`src/rtl/num_gen_pkg.sv`:
```
// num_gen_pkg: shared state encoding, digit limits and count-step helper for num_gen_0_2.
package num_gen_pkg;
    typedef enum logic {ST_PAUSE = 1'b0, ST_RUN = 1'b1} state_e;
    localparam logic [1:0] NUM_MAX   = 2'd2;
    localparam logic [1:0] NUM_BLANK = 2'b11;
    // returns {wrap, next} for one step of the 0..NUM_MAX ring in the given direction
    function automatic logic [2:0] step_count(input logic [1:0] c, input logic down);
        return down ? ((c == 2'd0) ? {1'b1, NUM_MAX} : {1'b0, c - 2'd1})
                    : ((c == NUM_MAX) ? 3'b100 : {1'b0, c + 2'd1});
    endfunction
endpackage

```
`src/rtl/num_gen_0_2_key_debounce.sv`:
```
// key_debounce: 2-flop synchroniser, DB_CYCLES debounce and one-cycle press pulse on debounced 1->0.
module key_debounce #(
    parameter int DB_CYCLES = 500000
) (
    input  logic clk,
    input  logic rst_n,
    input  logic key_n,
    output logic press
);
    localparam int CW = $clog2(DB_CYCLES + 1);
    localparam logic [CW-1:0] CNT_LAST = CW'(DB_CYCLES - 1);
    logic sync1_q, sync2_q, db_q, db_d, press_q, press_d, flip;
    logic [CW-1:0] cnt_q, cnt_d;
    always_comb begin
        flip    = (sync2_q != db_q) && (cnt_q == CNT_LAST);
        cnt_d   = (sync2_q == db_q || flip) ? '0 : cnt_q + 1'b1;
        db_d    = flip ? sync2_q : db_q;
        press_d = flip && db_q;
    end
    always_ff @(posedge clk or negedge rst_n) begin
        if (!rst_n) begin
            sync1_q <= 1'b1;
            sync2_q <= 1'b1;
            db_q    <= 1'b1;
            cnt_q   <= '0;
            press_q <= 1'b0;
        end else begin
            sync1_q <= key_n;
            sync2_q <= sync1_q;
            db_q    <= db_d;
            cnt_q   <= cnt_d;
            press_q <= press_d;
        end
    end
    assign press = press_q;
endmodule

```
`src/rtl/num_gen_0_2.sv`:
```
// num_gen_0_2: 0..2 digit counter with RUN/PAUSE control, debounced keys and wrap carry.
// Define BLINK_PAUSE_EN to blank the digit in the second half of each tick period while paused.
module num_gen_0_2
    import num_gen_pkg::*;
#(
    parameter int TICK_DIV  = 50000000,
    parameter int DB_CYCLES = 500000
) (
    input  logic       clk,
    input  logic       rst_n,
    input  logic       key_run_n,
    input  logic       key_step_n,
    input  logic       sw_dir,
    output logic [1:0] num,
    output logic       running,
    output logic       carry
);
    localparam int PW = $clog2(TICK_DIV);
    localparam logic [PW-1:0] PRE_LAST = PW'(TICK_DIV - 1);
    logic run_p, step_p, dir_s1_q, dir_q, tick, adv, carry_q, carry_d;
    logic [2:0] stepped;
    logic [1:0] count_q, count_d, num_q, num_d;
    logic [PW-1:0] pre_q, pre_d;
    state_e state_q, state_d;

    key_debounce #(.DB_CYCLES(DB_CYCLES)) u_run  (.clk(clk), .rst_n(rst_n), .key_n(key_run_n),  .press(run_p));
    key_debounce #(.DB_CYCLES(DB_CYCLES)) u_step (.clk(clk), .rst_n(rst_n), .key_n(key_step_n), .press(step_p));

    // a run press always wins: it suppresses both the tick advance and a coincident step
    always_comb begin
        tick    = pre_q == PRE_LAST;
        state_d = run_p ? ((state_q == ST_RUN) ? ST_PAUSE : ST_RUN) : state_q;
        adv     = !run_p && ((state_q == ST_RUN) ? tick : step_p);
        stepped = step_count(count_q, dir_q);
        count_d = adv ? stepped[1:0] : count_q;
        carry_d = adv && stepped[2];
        pre_d   = (tick || (run_p && state_q == ST_PAUSE)) ? '0 : pre_q + 1'b1;
`ifdef BLINK_PAUSE_EN
        num_d   = (state_d == ST_PAUSE && pre_d >= PW'(TICK_DIV / 2)) ? NUM_BLANK : count_d;
`else
        num_d   = count_d;
`endif
    end

    always_ff @(posedge clk or negedge rst_n) begin
        if (!rst_n) begin
            state_q  <= ST_PAUSE;
            count_q  <= 2'd0;
            num_q    <= 2'd0;
            carry_q  <= 1'b0;
            pre_q    <= '0;
            dir_s1_q <= 1'b1;
            dir_q    <= 1'b1;
        end else begin
            state_q  <= state_d;
            count_q  <= count_d;
            num_q    <= num_d;
            carry_q  <= carry_d;
            pre_q    <= pre_d;
            dir_s1_q <= sw_dir;
            dir_q    <= dir_s1_q;
        end
    end

    assign num     = num_q;
    assign running = state_q == ST_RUN;
    assign carry   = carry_q;
endmodule

```
`config.mk`:
```
export PLATFORM = sky130hd
export DESIGN_NAME = num_gen_0_2
export DESIGN_NICKNAME = d
export VERILOG_FILES = /design/src/rtl/num_gen_pkg.sv /design/src/rtl/num_gen_0_2_key_debounce.sv /design/src/rtl/num_gen_0_2.sv
export SDC_FILE = /design/constraint.sdc
export NUM_CORES = 1
export LEC_CHECK = 0
export CORE_UTILIZATION = 58
export CTS_BUF_LIST = sky130_fd_sc_hd__clkbuf_8
export DETAILED_ROUTE_END_ITERATION = 8
export PLACE_DENSITY = 0.76
export SLEW_MARGIN = 20
export SYNTH_ARGS = -nofsm -noshare
export SYNTH_HDL_FRONTEND = slang
export SYNTH_SLANG_ARGS = --single-unit
export TNS_END_PERCENT = 1
```
`constraint.sdc`:
```
create_clock -name clk -period 1.8 [get_ports clk]
set_clock_uncertainty 0.05 [all_clocks]
set_input_delay 0.18 -clock clk [delete_from_list [all_inputs] [get_ports clk]]
set_output_delay 0.18 -clock clk [all_outputs]
set_load 0.03 [all_outputs]
```
== Word level (Yosys, flattened, before mapping) ==
Cells that the tools add are included.

* Output and inout bits: 4
* Logic and storage cells: 50
* Bits in registers: 78

* Mux-type cells: 8
* Eq/ne operators: 8
* Bitwise logic cells: 1
* Add/sub/neg operators: 5
* Reduce and logical (&&, ||, !) cells: 12

{| class="wikitable"
|+ Operator list
! cell !! number
|-
| $add 19x1->19 const B || 2
|-
| $eq 19x19->1 const B || 2
|-
| $mux 19 || 2
|-
| $add 26x1->26 const B || 1
|-
| $eq 26x26->1 const B || 1
|-
| $mux 26 || 1
|-
| $mux 3 || 3
|-
| $logic_and 1x1->1 || 7
|-
| $logic_or 1x1->1 || 3
|-
| $add 2x1->2 const B || 1
|-
| $eq 1x1->1 || 2
|-
| $eq 2x2->1 const B || 1
|-
| $logic_not 2->1 || 1
|-
| $mux 1 || 2
|-
| $ne 1x1->1 || 2
|-
| $sub 2x1->2 const B || 1
|-
| $logic_not 1->1 || 1
|-
| $not 1->1 || 1
|}

== Logic depth before layout (Yosys ltp) ==
* Word-level depth: 4
* Gate-level depth with buffers: 6

== Cells and area by module ==
From an unflattened synthesis, not the netlist that was laid out.

* Cells, all modules: 372
* Area, all modules: 3,926.3 sq um

{| class="wikitable"
|+ By module, submodules not included
! module !! seq. area each (sq um) !! area an instance (sq um) !! instances !! cells an instance
|-
| num_gen_0_2 || 803.3 || 1,670.4 || 1 || 162
|-
| key_debounce (u_step) || 579.3 || 1,128.6 || 1 || 105
|-
| key_debounce (u_run) || 579.3 || 1,127.3 || 1 || 105
|}

== Worst setup path after synthesis ==
OpenSTA, ideal clock, no wires.

* Path type: register -> register
* Start point: register u_run.cnt_q[0]
* End point: register u_run.cnt_q[10]
* Data required time: 1.629 ns
* Path slack: -0.011 ns
* Stages on the path, launching flop included: 6
* Library setup time: 0.121 ns
* Arrival time: 1.639 ns
* Cells stage by stage: dfrtp_1 > ha_1 > nand4_1 > o31ai_4 > buf_2 > nor2_1

* Longest elaborated chain between the ends: 4

{| class="wikitable"
|+ RTL lines
! item !! line !! text
|-
| start: declaration || num_gen_0_2_key_debounce.sv:13 || <nowiki>logic [CW-1:0] cnt_q, cnt_d;</nowiki>
|-
| start signal: assignment || num_gen_0_2_key_debounce.sv:31 || <nowiki>cnt_q <= cnt_d;</nowiki>
|-
| parallel branches: the longest is 3 deep, another holds $add 19x1->19 || -- ||
|-
| $mux 19 (*) || num_gen_0_2_key_debounce.sv:16 || <nowiki>cnt_d = (sync2_q == db_q || flip) ? '0 : cnt_q + 1'b1;</nowiki>
|-
| via u_run.cnt_d[10] || num_gen_0_2_key_debounce.sv:13 ||
|}

Mark *: on every way through the listed nets, which the timed path passes.
A chain may end at the register's enable or synchronous reset.

== Worst setup path in the final report ==
* Start point: register u_run.cnt_q[0]
* End point: register u_run.cnt_q[18]

The elaborated chain is that of the path after synthesis.

==> impl_metrics.tcl <==
set metrics [dict create \
    initial_core_util 0.608 \
    routabilityCongestion 0.853 \
    drive_gt1_frac 0.258 \
    clk_pin_slew_ns 0.09 \
    final_cells 539 \
    area.growth.synth_to_final_pct 23.9 \
    vias 3260 \
    pin_count 9 \
    hold-worst-slack_ns 0.184 \
    max-slew-margin-rel 0.621 \
    reg2reg_to "u_run.cnt_q[18]" \
    synth_fp_nets 402 \
    yosysSeqAreaShare 0.499 \
    p_leak_uw 0.00198 \
    row_count 29 \
    tightest_slew_ns 0.568 \
    r2r-start "u_run.cnt_q[0]" \
    pwr_density_cell_mw_per_mm2 723 \
    switching_share 0.210 \
    hold_depth 1 \
    tritoncts "built" \
    rsz0062_at_grt "yes" \
    wire_per_inst_um 16.7 \
    yosysUniqueCellTypes 45 \
    avgSynthCellArea_um2 10.1 \
    setup-violations-final 1 \
    maxCapViolations 0 \
    dpl_cell_area_mm2 0.00441 \
    die_h_um 84.3 \
    vias_per_cell 6.05 \
    grtUsageTotal 0.258 \
    p_clk_frac 0.455 \
    synthArstFlopShare 1.00 \
    max_clock_freq_mhz 550 \
    antenna_found_initial 0 \
    final_max_slew_viol_count 0 \
    crit_end "u_run.cnt_q[18]" \
    seqCellArea_mm2 0.00197 \
    syn_inst 389 \
    cp-start-kind "flop" \
    r2r_slack_ns -0.02 \
    clock_sinks 78 \
    die_x_um 84.3 \
    hp-class "primary input to flop" \
    htree_levels 3 \
    ir_drop_uv 501 \
    critPathArrivalTime_ns 2.03 \
    ys_warn_count 0 \
    nets 470 \
    min_period_ns 1.82 \
    ant_nets 0 \
    firstDrtPassIters 5 \
    drt-total-wl_um 9020 \
    status "complete, but fails checks" \
    gr-total-overflow 0 \
    p_comb_frac 0.036 \
    grt_pass1_wl_um 14400 \
    final_cell_mix "dfrtp_1 (65), buf_4 (52), nor2_1 (49)" \
    period_share 1.01 \
    insertion_delay_ns 0.35 \
    fin_tns_setup_ns -0.0194 \
    worstSetupEndpointType "flop" \
    path_cells "ha_4, nand4_1, buf_6, nor2_1, or4b_1, a21oi_2" \
    fillers 415 \
    ctsRootBufferMaster "clkbuf_8" \
    cts.path.max_buffers 2 \
    p_sw_uw 739 \
    multi_input_comb_area_mm2 0.00198 \
    route.detailed.drc 0 \
    port_buffers 8 \
    p_seq_frac 0.509 \
    crit_fanout 10 \
    rr_worst_depth 6 \
    grt_start_max_net_pins 44 \
    grt_pass1_vias 3109 \
    slowest_stage "or4b_1" \
    violations "negative setup slack" \
    max_stage_delay_ns 0.49 \
    synth-main-ff-cell "dfrtp_1" \
    crit_type "flop to flop" \
    numCtsBuffers 9 \
    dp.cells 512 \
    hpwl_um 5500 \
    syn-cell-area_mm2 0.00393 \
    final_common_cell "dfrtp_1" \
    cp-startpoint "u_run.cnt_q[0]" \
    die_area_mm2 0.00711 \
    synth_edf_count 0 \
    required_ns 2.01 \
    finalHoldViolations 0 \
    p_int_uw 2780 \
    first_iter_violations 186 \
    core_mm2 0.00646 \
    p_total_uw 3520 \
    n_antenna_cell 0 \
    final_cell_area_mm2 0.00487 \
    setup_slack_ns -0.0194 \
    synth_seq_cells 78 \
]
[timing repair]
item / in CTS / in global routing
setup buffers: 0 / 9
pin swaps: 0 / 10
hold buffers: 1 / 0
endpoints found under the setup margin: 4 / 65
gates cloned: 0 / 1
gates resized for setup: 2 / 30
endpoints found under the hold margin: 32 / 0
[power by group through the flow]
stage / registers [uW] / logic [uW] / clock network [uW]
after floorplan: 1820 / 42.1 / 0
after global placement: 1820 / 112 / 0
after detailed placement: 1820 / 116 / 0
after CTS: 1790 / 118 / 1630
after global routing: 1800 / 145 / 1720
final: 1790 / 128 / 1600
[cells in the mapped netlist, types with 11 or more instances]
cell / number / area [um^2]
nand4_1: 15 / 93.8
or4_1: 13 / 97.6
a21oi_1: 20 / 100
xnor2_1: 26 / 228
nand3_1: 19 / 95.1
dfrtp_1: 70 / 1750
xor2_1: 11 / 96.3
nor4_1: 13 / 81.3
inv_1: 14 / 52.6
nor2_1: 49 / 184
o31ai_1: 12 / 90.1
nand2_1: 27 / 101
[layer usage]
layer	part of all wire	vias up	global-route usage
li1	-	1543	-
met1	0.45	1598	0.338
met2	0.49	95	0.420
met3	0.041	24	0.0610
met4	0.028	0	0.0972
met5	0	-	0
[area by class of cell]
class	instances	share of cell area
Timing Repair Buffer	64	0.108
Sequential cell	78	0.404
Tap cell	77	0.0198
Multi-Input combinational cell	290	0.407
Clock inverter	6	0.0223
Clock buffer	10	0.0283
Inverter	14	0.0108
[worst min path at each step]
| stage | slack [ns] | end | start |
|---|---|---|---|
| global route | 0.17 | u_run.sync1_q | key_run_n |
| finish | 0.18 | dir_s1_q | sw_dir |
| CTS | 0.17 | dir_s1_q | sw_dir |
| global placement | 0.15 | carry | rst_n |
| floorplan | -0.17 | carry | rst_n |
| detailed placement | 0.15 | carry | rst_n |
[worst max-delay path: cells and delay by family, from the launching register on]
family	cells	cell delay, ns
buffers and inverters	1	0.17
and+or+nand+nor	3	0.70
AOI/OAI and AO/OA	1	0.21
DFF	1	0.44
adders and majority gates	1	0.17
[through the flow]
stage	utilization	setup slack, ns
final	0.754	-0.0194
after global routing	0.754	-0.105
after CTS	0.724	-0.0208
after detailed placement	0.683	-0.0272
after global placement	0.683	0.0416
after floorplan	-	0.0117
[state kept, by name, summed over array words and instances (netlist names)]
register        cells
u_run.db_q          1
u_step.db_q         1
u_step.cnt_q       19
u_run.sync1_q       1
u_run.press         1
u_step.press        1
dir_s1_q            1
u_step.sync2_q      1
dir_q               1
carry               1
u_step.sync1_q      1
running             1
pre_q              26
count_q             2
u_run.sync2_q       1
u_run.cnt_q        19
[cells by family after synthesis]
logic type      count (synthesis)  share of synthesized area
compound gates                 51                     0.0856
fa+ha+maj                       8                     0.0255
simple gates                  186                      0.262
xor+xnor                       37                     0.0825
mux                             7                     0.0185
flops                          78                      0.499
buf+inv                        22                     0.0264
Note: power is estimated with default switching activity, not from simulation.
